==> src/rtl/mod_exp_pkg.sv <==
// Shared constants, product opcodes and FSM state encoding for the
// modular-exponentiation controller.
package mod_exp_pkg;

   localparam int unsigned BIT_LEN_DEF = 256;
   localparam int unsigned ABITS_DEF   = 8;
   localparam int unsigned DBITS_DEF   = 256;
   localparam int unsigned EXP_LEN_W   = 10;
   localparam int unsigned OP_W        = 2;
   localparam int unsigned CYC_W       = 32;

   typedef enum logic [OP_W-1:0] {
      OPXX = 2'd0,
      OPXM = 2'd1,
      OPX1 = 2'd2
   } op_e;

   typedef enum logic [4:0] {
      IDLE      = 5'd0,
      LD_X_LO   = 5'd1,
      LD_X_HI   = 5'd2,
      LD_B_LO   = 5'd3,
      LD_B_HI   = 5'd4,
      SQR       = 5'd5,
      SQR_WAIT  = 5'd6,
      SQR_WB_LO = 5'd7,
      SQR_WB_HI = 5'd8,
      MUL       = 5'd9,
      MUL_WAIT  = 5'd10,
      MUL_WB_LO = 5'd11,
      MUL_WB_HI = 5'd12,
      NEXT      = 5'd13,
      CONV      = 5'd14,
      CONV_WAIT = 5'd15,
      DONE      = 5'd16
   } state_e;

endpackage

==> src/rtl/mod_exp_ctrl_if.sv <==
// Montgomery-product handshake plus BRAM write port 2, shared between the
// exponentiation controller (master) and the datapath side (slave).
interface mod_exp_ctrl_if #(
   parameter int unsigned bitLen = mod_exp_pkg::BIT_LEN_DEF,
   parameter int unsigned ABITS  = mod_exp_pkg::ABITS_DEF,
   parameter int unsigned DBITS  = mod_exp_pkg::DBITS_DEF
);

   logic                         mp_start;
   logic [mod_exp_pkg::OP_W-1:0] mp_op_code;
   logic                         mp_stop;
   logic [bitLen:0]              mp_P;
   logic [ABITS-1:0]             wr_addr2;
   logic [DBITS-1:0]             wr_data2;
   logic                         wr_en2;

   modport master (
      output mp_start, mp_op_code, wr_addr2, wr_data2, wr_en2,
      input  mp_stop, mp_P
   );

   modport slave (
      input  mp_start, mp_op_code, wr_addr2, wr_data2, wr_en2,
      output mp_stop, mp_P
   );

endinterface

==> src/rtl/exp_bit_iter.sv <==
// Exponent bit walker: holds the captured exponent MSB-aligned on the top
// significant bit and counts the bits still to be processed.
module exp_bit_iter
   import mod_exp_pkg::*;
#(
   parameter int unsigned bitLen = BIT_LEN_DEF
) (
   input  logic                 clk,
   input  logic                 rst,
   input  logic                 load,
   input  logic                 advance,
   input  logic [bitLen-1:0]    exponent,
   input  logic [EXP_LEN_W-1:0] exp_len,
   output logic                 cur_bit_c,
   output logic                 last_c,
   output logic                 empty_c
);

   logic [bitLen-1:0]    sh;
   logic [EXP_LEN_W-1:0] remain;
   logic [EXP_LEN_W-1:0] len_clamped_c;

   // An exp_len wider than the operand cannot select more bits than exist.
   always_comb begin
      len_clamped_c = exp_len;
      if (32'(exp_len) > bitLen) len_clamped_c = EXP_LEN_W'(bitLen);
   end

   always_ff @(posedge clk) begin
      if (rst) begin
         sh     <= '0;
         remain <= '0;
      end else if (load) begin
         sh     <= exponent << (bitLen - 32'(len_clamped_c));
         remain <= len_clamped_c;
      end else if (advance) begin
         sh     <= sh << 1;
         remain <= remain - EXP_LEN_W'(1);
      end
   end

   assign cur_bit_c = sh[bitLen-1];
   assign last_c    = (remain == EXP_LEN_W'(1));
   assign empty_c   = (remain == '0);

endmodule

==> src/rtl/mod_exp_ctrl.sv <==
// Left-to-right square-and-multiply sequencer driving a Montgomery multiplier
// and its operand BRAM. Optional cycle counter enabled by MOD_EXP_PERF_EN.
module mod_exp_ctrl
   import mod_exp_pkg::*;
#(
   parameter int unsigned bitLen = BIT_LEN_DEF,
   parameter int unsigned ABITS  = ABITS_DEF,
   parameter int unsigned DBITS  = DBITS_DEF,
   parameter int unsigned X_ADDR = 0,
   parameter int unsigned B_ADDR = 2
) (
   input  logic                 clk,
   input  logic                 rst,
   input  logic                 start,
   input  logic [bitLen-1:0]    base_mont,
   input  logic [bitLen-1:0]    one_mont,
   input  logic [bitLen-1:0]    exponent,
   input  logic [EXP_LEN_W-1:0] exp_len,
   mod_exp_ctrl_if.master       mp,
   output logic                 busy,
   output logic                 done,
   output logic [bitLen-1:0]    result
`ifdef MOD_EXP_PERF_EN
   ,
   output logic [CYC_W-1:0]     cycles
`endif
);

   localparam logic [ABITS-1:0] X_LO = ABITS'(X_ADDR);
   localparam logic [ABITS-1:0] X_HI = ABITS'(X_ADDR + 1);
   localparam logic [ABITS-1:0] B_LO = ABITS'(B_ADDR);
   localparam logic [ABITS-1:0] B_HI = ABITS'(B_ADDR + 1);

   state_e            state;
   logic [bitLen-1:0] base_q;
   logic              p_hi;
   logic              load_c, advance_c, cur_bit_c, last_c, empty_c;

   assign load_c    = (state == IDLE) && start;
   assign advance_c = (state == NEXT) && !last_c;

   exp_bit_iter #(.bitLen(bitLen)) u_iter (
      .clk       (clk),
      .rst       (rst),
      .load      (load_c),
      .advance   (advance_c),
      .exponent  (exponent),
      .exp_len   (exp_len),
      .cur_bit_c (cur_bit_c),
      .last_c    (last_c),
      .empty_c   (empty_c)
   );

   // Outputs are registered for the state being entered.
   always_ff @(posedge clk) begin
      if (rst) begin
         state         <= IDLE;
         busy          <= 1'b0;
         done          <= 1'b0;
         result        <= '0;
         base_q        <= '0;
         p_hi          <= 1'b0;
         mp.mp_start   <= 1'b0;
         mp.mp_op_code <= OPXX;
         mp.wr_en2     <= 1'b0;
         mp.wr_addr2   <= '0;
         mp.wr_data2   <= '0;
      end else begin
         done      <= 1'b0;
         mp.wr_en2 <= 1'b0;
         case (state)
            IDLE: if (start) begin
               state       <= LD_X_LO;
               busy        <= 1'b1;
               base_q      <= base_mont;
               mp.wr_en2   <= 1'b1;
               mp.wr_addr2 <= X_LO;
               mp.wr_data2 <= DBITS'(one_mont);
            end
            LD_X_LO: begin
               state       <= LD_X_HI;
               mp.wr_en2   <= 1'b1;
               mp.wr_addr2 <= X_HI;
               mp.wr_data2 <= '0;
            end
            LD_X_HI: begin
               state       <= LD_B_LO;
               mp.wr_en2   <= 1'b1;
               mp.wr_addr2 <= B_LO;
               mp.wr_data2 <= DBITS'(base_q);
            end
            LD_B_LO: begin
               state       <= LD_B_HI;
               mp.wr_en2   <= 1'b1;
               mp.wr_addr2 <= B_HI;
               mp.wr_data2 <= '0;
            end
            LD_B_HI: begin
               mp.mp_start   <= 1'b1;
               state         <= empty_c ? CONV : SQR;
               mp.mp_op_code <= empty_c ? OPX1 : OPXX;
            end
            SQR:  state <= SQR_WAIT;
            MUL:  state <= MUL_WAIT;
            CONV: state <= CONV_WAIT;
            SQR_WAIT, MUL_WAIT: if (mp.mp_stop) begin
               state       <= (state == SQR_WAIT) ? SQR_WB_LO : MUL_WB_LO;
               mp.mp_start <= 1'b0;
               p_hi        <= mp.mp_P[bitLen];
               mp.wr_en2   <= 1'b1;
               mp.wr_addr2 <= X_LO;
               mp.wr_data2 <= DBITS'(mp.mp_P[bitLen-1:0]);
            end
            SQR_WB_LO, MUL_WB_LO: begin
               state       <= (state == SQR_WB_LO) ? SQR_WB_HI : MUL_WB_HI;
               mp.wr_en2   <= 1'b1;
               mp.wr_addr2 <= X_HI;
               mp.wr_data2 <= DBITS'(p_hi);
            end
            SQR_WB_HI: begin
               if (cur_bit_c) begin
                  state         <= MUL;
                  mp.mp_start   <= 1'b1;
                  mp.mp_op_code <= OPXM;
               end else begin
                  state <= NEXT;
               end
            end
            MUL_WB_HI: state <= NEXT;
            NEXT: begin
               mp.mp_start   <= 1'b1;
               state         <= last_c ? CONV : SQR;
               mp.mp_op_code <= last_c ? OPX1 : OPXX;
            end
            CONV_WAIT: if (mp.mp_stop) begin
               state       <= DONE;
               mp.mp_start <= 1'b0;
               result      <= mp.mp_P[bitLen-1:0];
               done        <= 1'b1;
            end
            DONE: begin
               state <= IDLE;
               busy  <= 1'b0;
            end
            default: state <= IDLE;
         endcase
      end
   end

`ifdef MOD_EXP_PERF_EN
   // Counts busy cycles up to DONE, then holds; saturates rather than wraps.
   always_ff @(posedge clk) begin
      if (rst)                                           cycles <= '0;
      else if (load_c)                                   cycles <= '0;
      else if (busy && state != DONE && cycles != '1)    cycles <= cycles + CYC_W'(1);
   end
`endif

endmodule

==> src/flat_wrapper.sv <==
// flat-port wrapper written by rule: the top's interface ports become plain ports
module mod_exp_ctrl_flat import mod_exp_pkg::*;
#(
   parameter int unsigned bitLen = BIT_LEN_DEF,
   parameter int unsigned ABITS  = ABITS_DEF,
   parameter int unsigned DBITS  = DBITS_DEF,
   parameter int unsigned X_ADDR = 0,
   parameter int unsigned B_ADDR = 2
)
  (clk, rst, start, base_mont, one_mont, exponent, exp_len, busy, done, result, mp_mp_start, mp_mp_op_code, mp_wr_addr2, mp_wr_data2, mp_wr_en2, mp_mp_stop, mp_mp_P);
  mod_exp_ctrl_if #(.bitLen(bitLen), .ABITS(ABITS), .DBITS(DBITS)) mp_i ();
  input  logic clk;
  input  logic rst;
  input  logic start;
  input  logic [bitLen-1:0] base_mont;
  input  logic [bitLen-1:0] one_mont;
  input  logic [bitLen-1:0] exponent;
  input  logic [EXP_LEN_W-1:0] exp_len;
  output logic busy;
  output logic done;
  output logic [bitLen-1:0] result;
  output wire logic [$bits(mp_i.mp_start)-1:0] mp_mp_start;
  output wire logic [$bits(mp_i.mp_op_code)-1:0] mp_mp_op_code;
  output wire logic [$bits(mp_i.wr_addr2)-1:0] mp_wr_addr2;
  output wire logic [$bits(mp_i.wr_data2)-1:0] mp_wr_data2;
  output wire logic [$bits(mp_i.wr_en2)-1:0] mp_wr_en2;
  input wire logic [$bits(mp_i.mp_stop)-1:0] mp_mp_stop;
  input wire logic [$bits(mp_i.mp_P)-1:0] mp_mp_P;
  assign mp_mp_start = mp_i.mp_start;
  assign mp_mp_op_code = mp_i.mp_op_code;
  assign mp_wr_addr2 = mp_i.wr_addr2;
  assign mp_wr_data2 = mp_i.wr_data2;
  assign mp_wr_en2 = mp_i.wr_en2;
  assign mp_i.mp_stop = mp_mp_stop;
  assign mp_i.mp_P = mp_mp_P;
  mod_exp_ctrl #(.bitLen(bitLen), .ABITS(ABITS), .DBITS(DBITS), .X_ADDR(X_ADDR), .B_ADDR(B_ADDR)) u_core (.clk(clk), .rst(rst), .start(start), .base_mont(base_mont), .one_mont(one_mont), .exponent(exponent), .exp_len(exp_len), .mp(mp_i), .busy(busy), .done(done), .result(result));
endmodule
==> config.mk <==
export PLATFORM = sky130hd
export DESIGN_NAME = mod_exp_ctrl_flat
export DESIGN_NICKNAME = d
export VERILOG_FILES = /design/src/rtl/mod_exp_pkg.sv /design/src/rtl/mod_exp_ctrl_if.sv /design/src/rtl/exp_bit_iter.sv /design/src/rtl/mod_exp_ctrl.sv /design/src/flat_wrapper.sv
export SDC_FILE = /design/constraint.sdc
export NUM_CORES = 2
export LEC_CHECK = 0
export CORE_AREA = 2 2 604 606
export CTS_CLUSTER_SIZE = 8
export DETAILED_ROUTE_END_ITERATION = 7
export DIE_AREA = 0 0 606 608
export MAX_ROUTING_LAYER = met4
export SLEW_MARGIN = 20
export SYNTH_ARGS = -nofsm -noshare
export SYNTH_HDL_FRONTEND = slang
export SYNTH_SLANG_ARGS = --single-unit
==> constraint.sdc <==
create_clock -name clk -period 6.8 [get_ports clk]
set_input_delay 1.36 -clock clk [delete_from_list [all_inputs] [get_ports clk]]
set_output_delay 1.36 -clock clk [all_outputs]
set_load 0.01 [all_outputs]
==> metrics.csv, run 1 <==
metric,value,unit
status,stopped before the end,
haltStage,5_2_route,
firstError,[ERROR DRT-0255] Maze Route cannot find path of net one_mont[170] in worker of routeBox ( 579600 193200 ) ( 606000 241500 ).,
port_buffers,1558,
cts_sinks,1048,
clock_path_buffers,4,
ys_warn_count,0,
synth_seq_cells,1048,
post_cts_buffers,0,
ys_async_sr_fraction,0,%
place_area,0.0952,mm²
rows,221,
grt_usage,38.5,%
grt_pass1_vias,85600,
postSynthAreaPerCell,7.38,µm²
grt_pass1_wl,911,mm
start_util,18.5,%
synth_area,0.0668,mm²
numCtsBuffers,163,
dp.cells,15700,
h-tree-depth,4,
synth-edff-count,0,
netlist_top_cells_area,"dfxtp_1, nand2_1, a21oi_1, a211oi_1, nor2_1",
globalplace.congestion,1.13,
yosysTopAreaCellShare,31.4,%
grt_max_degree,176,
grt_overflow,0,
io_pins,1565,
yosys.area.top_type,dfxtp_1,
cts-hold-fix-buffers,0,
seq_area_frac_synth,31.4,%
ys.flop_type,dfxtp_1,
clock-root-buffer,clkbuf_16,
die_y,608,µm
die_w,606,µm
hpwl,583,mm
synthCells,9059,
antenna_found_initial,256,
synth.distinct_cells,105,
cts_resized,0,
==> layer usage <==
layer,track usage (%)
met4,28.2
met2,55.8
met3,14.7
met5,-
met1,42.8
==> logic make-up after synthesis <==
kind of cell / share of synthesized area [%]
adder cells (fa/ha/maj): 0.0562
XOR/XNOR: 0.129
AO/OA/AOI/OAI: 37.8
other: 0.00561
multiplexers: 5.17
flip-flops: 31.4
buffers and inverters: 6.24
AND/OR/NAND/NOR: 19.2
==> synth_stat cells (all sizes together), types with 24 or more instances <==
cell	instances
mux4	24
a21boi	30
a21o	32
o221ai	71
a221oi	114
o22a	31
a311oi	35
a31oi	76
clkbuf	609
nor3	150
a21oi	913
and3	36
a222oi	267
o22ai	140
nand3	147
dfxtp	1048
a32oi	76
a2111oi	24
o21a	31
a211o	37
nand2	1633
buf	352
a221o	54
nor4	31
o211a	105
a211oi	451
mux2i	220
a22oi	117
mux2	63
o21ai	630
nor2	840
a22o	28
o211ai	130
and2	60
nand4	75
o31ai	64
==> through the flow <==
step | util (%) | worst slack [ns]
floorplan | - | 1.05
global placement | 26.3 | 0.195
detailed placement | 26.3 | 0.105
CTS | 27.6 | 0.959
global route | 27.8 | 0.764
==> inputs of run 2 (changes only) <==
CORE_AREA = 2 2 603 605   (was 2 2 604 606)
CTS_CLUSTER_SIZE = default   (was 8)
DIE_AREA = 0 0 605 607   (was 0 0 606 608)
MAX_ROUTING_LAYER = default   (was met4)
PLACE_DENSITY_LB_ADDON = 0.15   (was default)
==> run 2 against run 1 <==
Effect of this change:
- the flow now finishes, with violations (DRC)
- synthesized cell count is the same
- area after synthesis is the same
- global-route usage shrank 0.38 points
==> metrics.csv, run 2 <==
metric,value,unit,change
status,finished with violations,,
violations,DRC,,
clkTransAtPathRegs,0.06,ns,
grt_overflow,0,,unchanged
rows,221,,unchanged
reg2reg_depth,10,,
startpoint_type,input pin,,
cellLeakagePower,0.0349,µW,
synth_common_cells,"nand2_1, dfxtp_1, a21oi_1",,
path_cells,clkdlybuf4s50_1 -> nor3b_4 -> buf_12 -> buf_12 -> nand2_1 -> a32oi_1 -> buf_4 -> mux2i_1 -> nand2_1 -> o21ai_0 -> buf_4 -> o22ai_1 -> nor2_1 -> o22ai_1 -> o221a_1,,
final_cells,15700,,
routed_wl,733,mm,
postSynthAreaPerCell,7.38,µm²,unchanged
hold_viol,0,,
synthCells,9059,,unchanged
ir_drop,0.000187,V,
grt_max_degree,197,,+12%
power_frac_comb,42.0,%,
antenna_found_initial,241,,-5.9%
drv_slew,0,,
start_util,18.5,%,+0.042 points
synth.distinct_cells,105,,unchanged
dp.cells,15300,,-2.1%
skew,0.0999,ns,
die_w,605,µm,-0.17%
yosysTopAreaCellShare,31.4,%,unchanged
post-place-ws,-0.136,ns,-0.240 ns
grt_pass1_vias,85700,,+0.072%
viasPerCell,5.78,,
areaGrowthSynthToFinish,46.4,%,
synth_area,0.0668,mm²,unchanged
dr.max_layer_used,met5,,
clock_latency,0.91,ns,
cp.required,7.62,ns,
dr.pass1.iters,8,,
yosys.area.top_type,dfxtp_1,,
period_minus_slack,6.54,ns,
p_clk_share,31.6,%,
wl_met1,284,mm,
ys_async_sr_fraction,0,%,unchanged
core,0.361,mm²,
vias,90800,,
globalplace.congestion,1.03,,-8.7%
yosysMostFrequentCell,nand2_1,,
dieArea,0.367,mm²,
min_path_type,reg2reg,,
slew_headroom,12.0,%,
p_total,27600,µW,
h-tree-depth,4,,unchanged
seq_area_frac_synth,31.4,%,unchanged
cts_resized,0,,unchanged
cts_tree,done,,
cts-hold-fix-buffers,0,,unchanged
hpwl,586,mm,+0.41%
post_cts_buffers,0,,unchanged
drive_above_1_share,12.4,%,
wl_met3,62.3,mm,
fmax,153,MHz,
synth-edff-count,0,,unchanged
clock-root-buffer,clkbuf_16,,
maxCapViolCount,0,,
power_frac_seq,26.5,%,
wl_met2,329,mm,
ys.flop_type,dfxtp_1,,
worst_pin_slew,1.31,ns,
rsz0062_at_grt,false,,
critical-path-slowest-cell,o22ai_1,,
layout_commonest_cell,nand2_1,,
worstHoldPathCells,2,,
p_sw,11900,µW,
grt_usage,38.1,%,-0.38 points
period_share,96.1,%,
port_buffers,1558,,unchanged
power.share.switching,43.0,%,
cpPeakStageDelay,1.05,ns,
path_max_fanout,196,,
powerDensity,282,mW/mm²,
die_y,607,µm,-0.16%
ys_warn_count,0,,unchanged
final_cell_mix,"nand2_1, clkdlybuf4s50_1, dfxtp_1",,
drtIter0Drc,12900,,
worstPathArrival,7.36,ns,
ant_nets,0,,
numCtsBuffers,152,,-6.7%
wl_per_cell,46.6,µm,
io_pins,1565,,unchanged
netlist_top_cells_area,"dfxtp_1, nand2_1, a21oi_1, a211oi_1, nor2_1",,
end_kind,flip-flop,,
fin_nets,11700,,
synth_seq_cells,1048,,unchanged
setup_viol,0,,
drc_errors,5,,
clock_path_buffers,4,,unchanged
grt_pass1_wl,925,mm,+1.5%
setup_slack,0.262,ns,
hold_slack,0.453,ns,
internal_power,15700,µW,
critPathKind,in2reg,,
cts_sinks,1048,,unchanged
[run 2: cell counts after synthesis]
Identical to the previous run, type by type.
[run 2: routing by layer]
metal  vias up  GRT usage, %
met1     46100          45.0
met3      1385          10.1
met4        64          25.0
met5         -             0
li1      37700             -
met2      5627          60.7
[run 2: cells by family after synthesis]
group,share of synthesized area [%]
fa+ha+maj,0.0562
other cells,0.00561
buf+inv,6.24
xor+xnor,0.129
flops,31.4
compound gates,37.8
simple gates,19.2
mux,5.17
[run 2: through the flow]
step	setup TNS [ns]	util, %	area (µm²)
finish	0	27.1	97800
global route	0	27.1	97700
CTS	0	27.0	97500
detailed placement	-0.188	25.6	92300
global placement	-2.56	25.6	92200
floorplan	0	-	66800
[run 2: layout make-up]
cell class              count  area [µm²]
clock buffers             223        4490
clock inverters            45         701
flip-flops and latches   1048       21000
well taps                4794        6000
multi-input cells        7032       42100
diodes                    115         288
inverters                  23        92.6
repair buffers           2433       23200
fillers                 39800      263000
[run 2: final timing paths]
| path | startpoint | end | slack, ns |
|---|---|---|---|
| max | exp_len[8] | u_core.u_iter.sh[197] | 0.26 |
| min | u_core.base_q[16] | u_core.base_q[16] | 0.45 |
| max reg2reg | u_core.state[0] | u_core.u_iter.sh[210] | 1.69 |
| min reg2reg | u_core.base_q[16] | u_core.base_q[16] | 0.45 |
[run 2: power groups by stage]
stage / clock [µW] / sequential, µW / combinational (µW)
global placement: 0 / 7410 / 11200
global route: 9080 / 7360 / 11700
detailed placement: 0 / 7420 / 11200
CTS: 8880 / 7290 / 11200
finish: 8730 / 7310 / 11600
floorplan: 0 / 7340 / 4340
[run 2: critical path, delay by kind of cell]
kind                   cells  cell delay (ns)
AOI/OAI and AO/OA          5             2.78
and+or+nand+nor            4             0.97
buffers and inverters      5             1.90
muxes                      1             0.09
(Power assumes the default switching activity.)
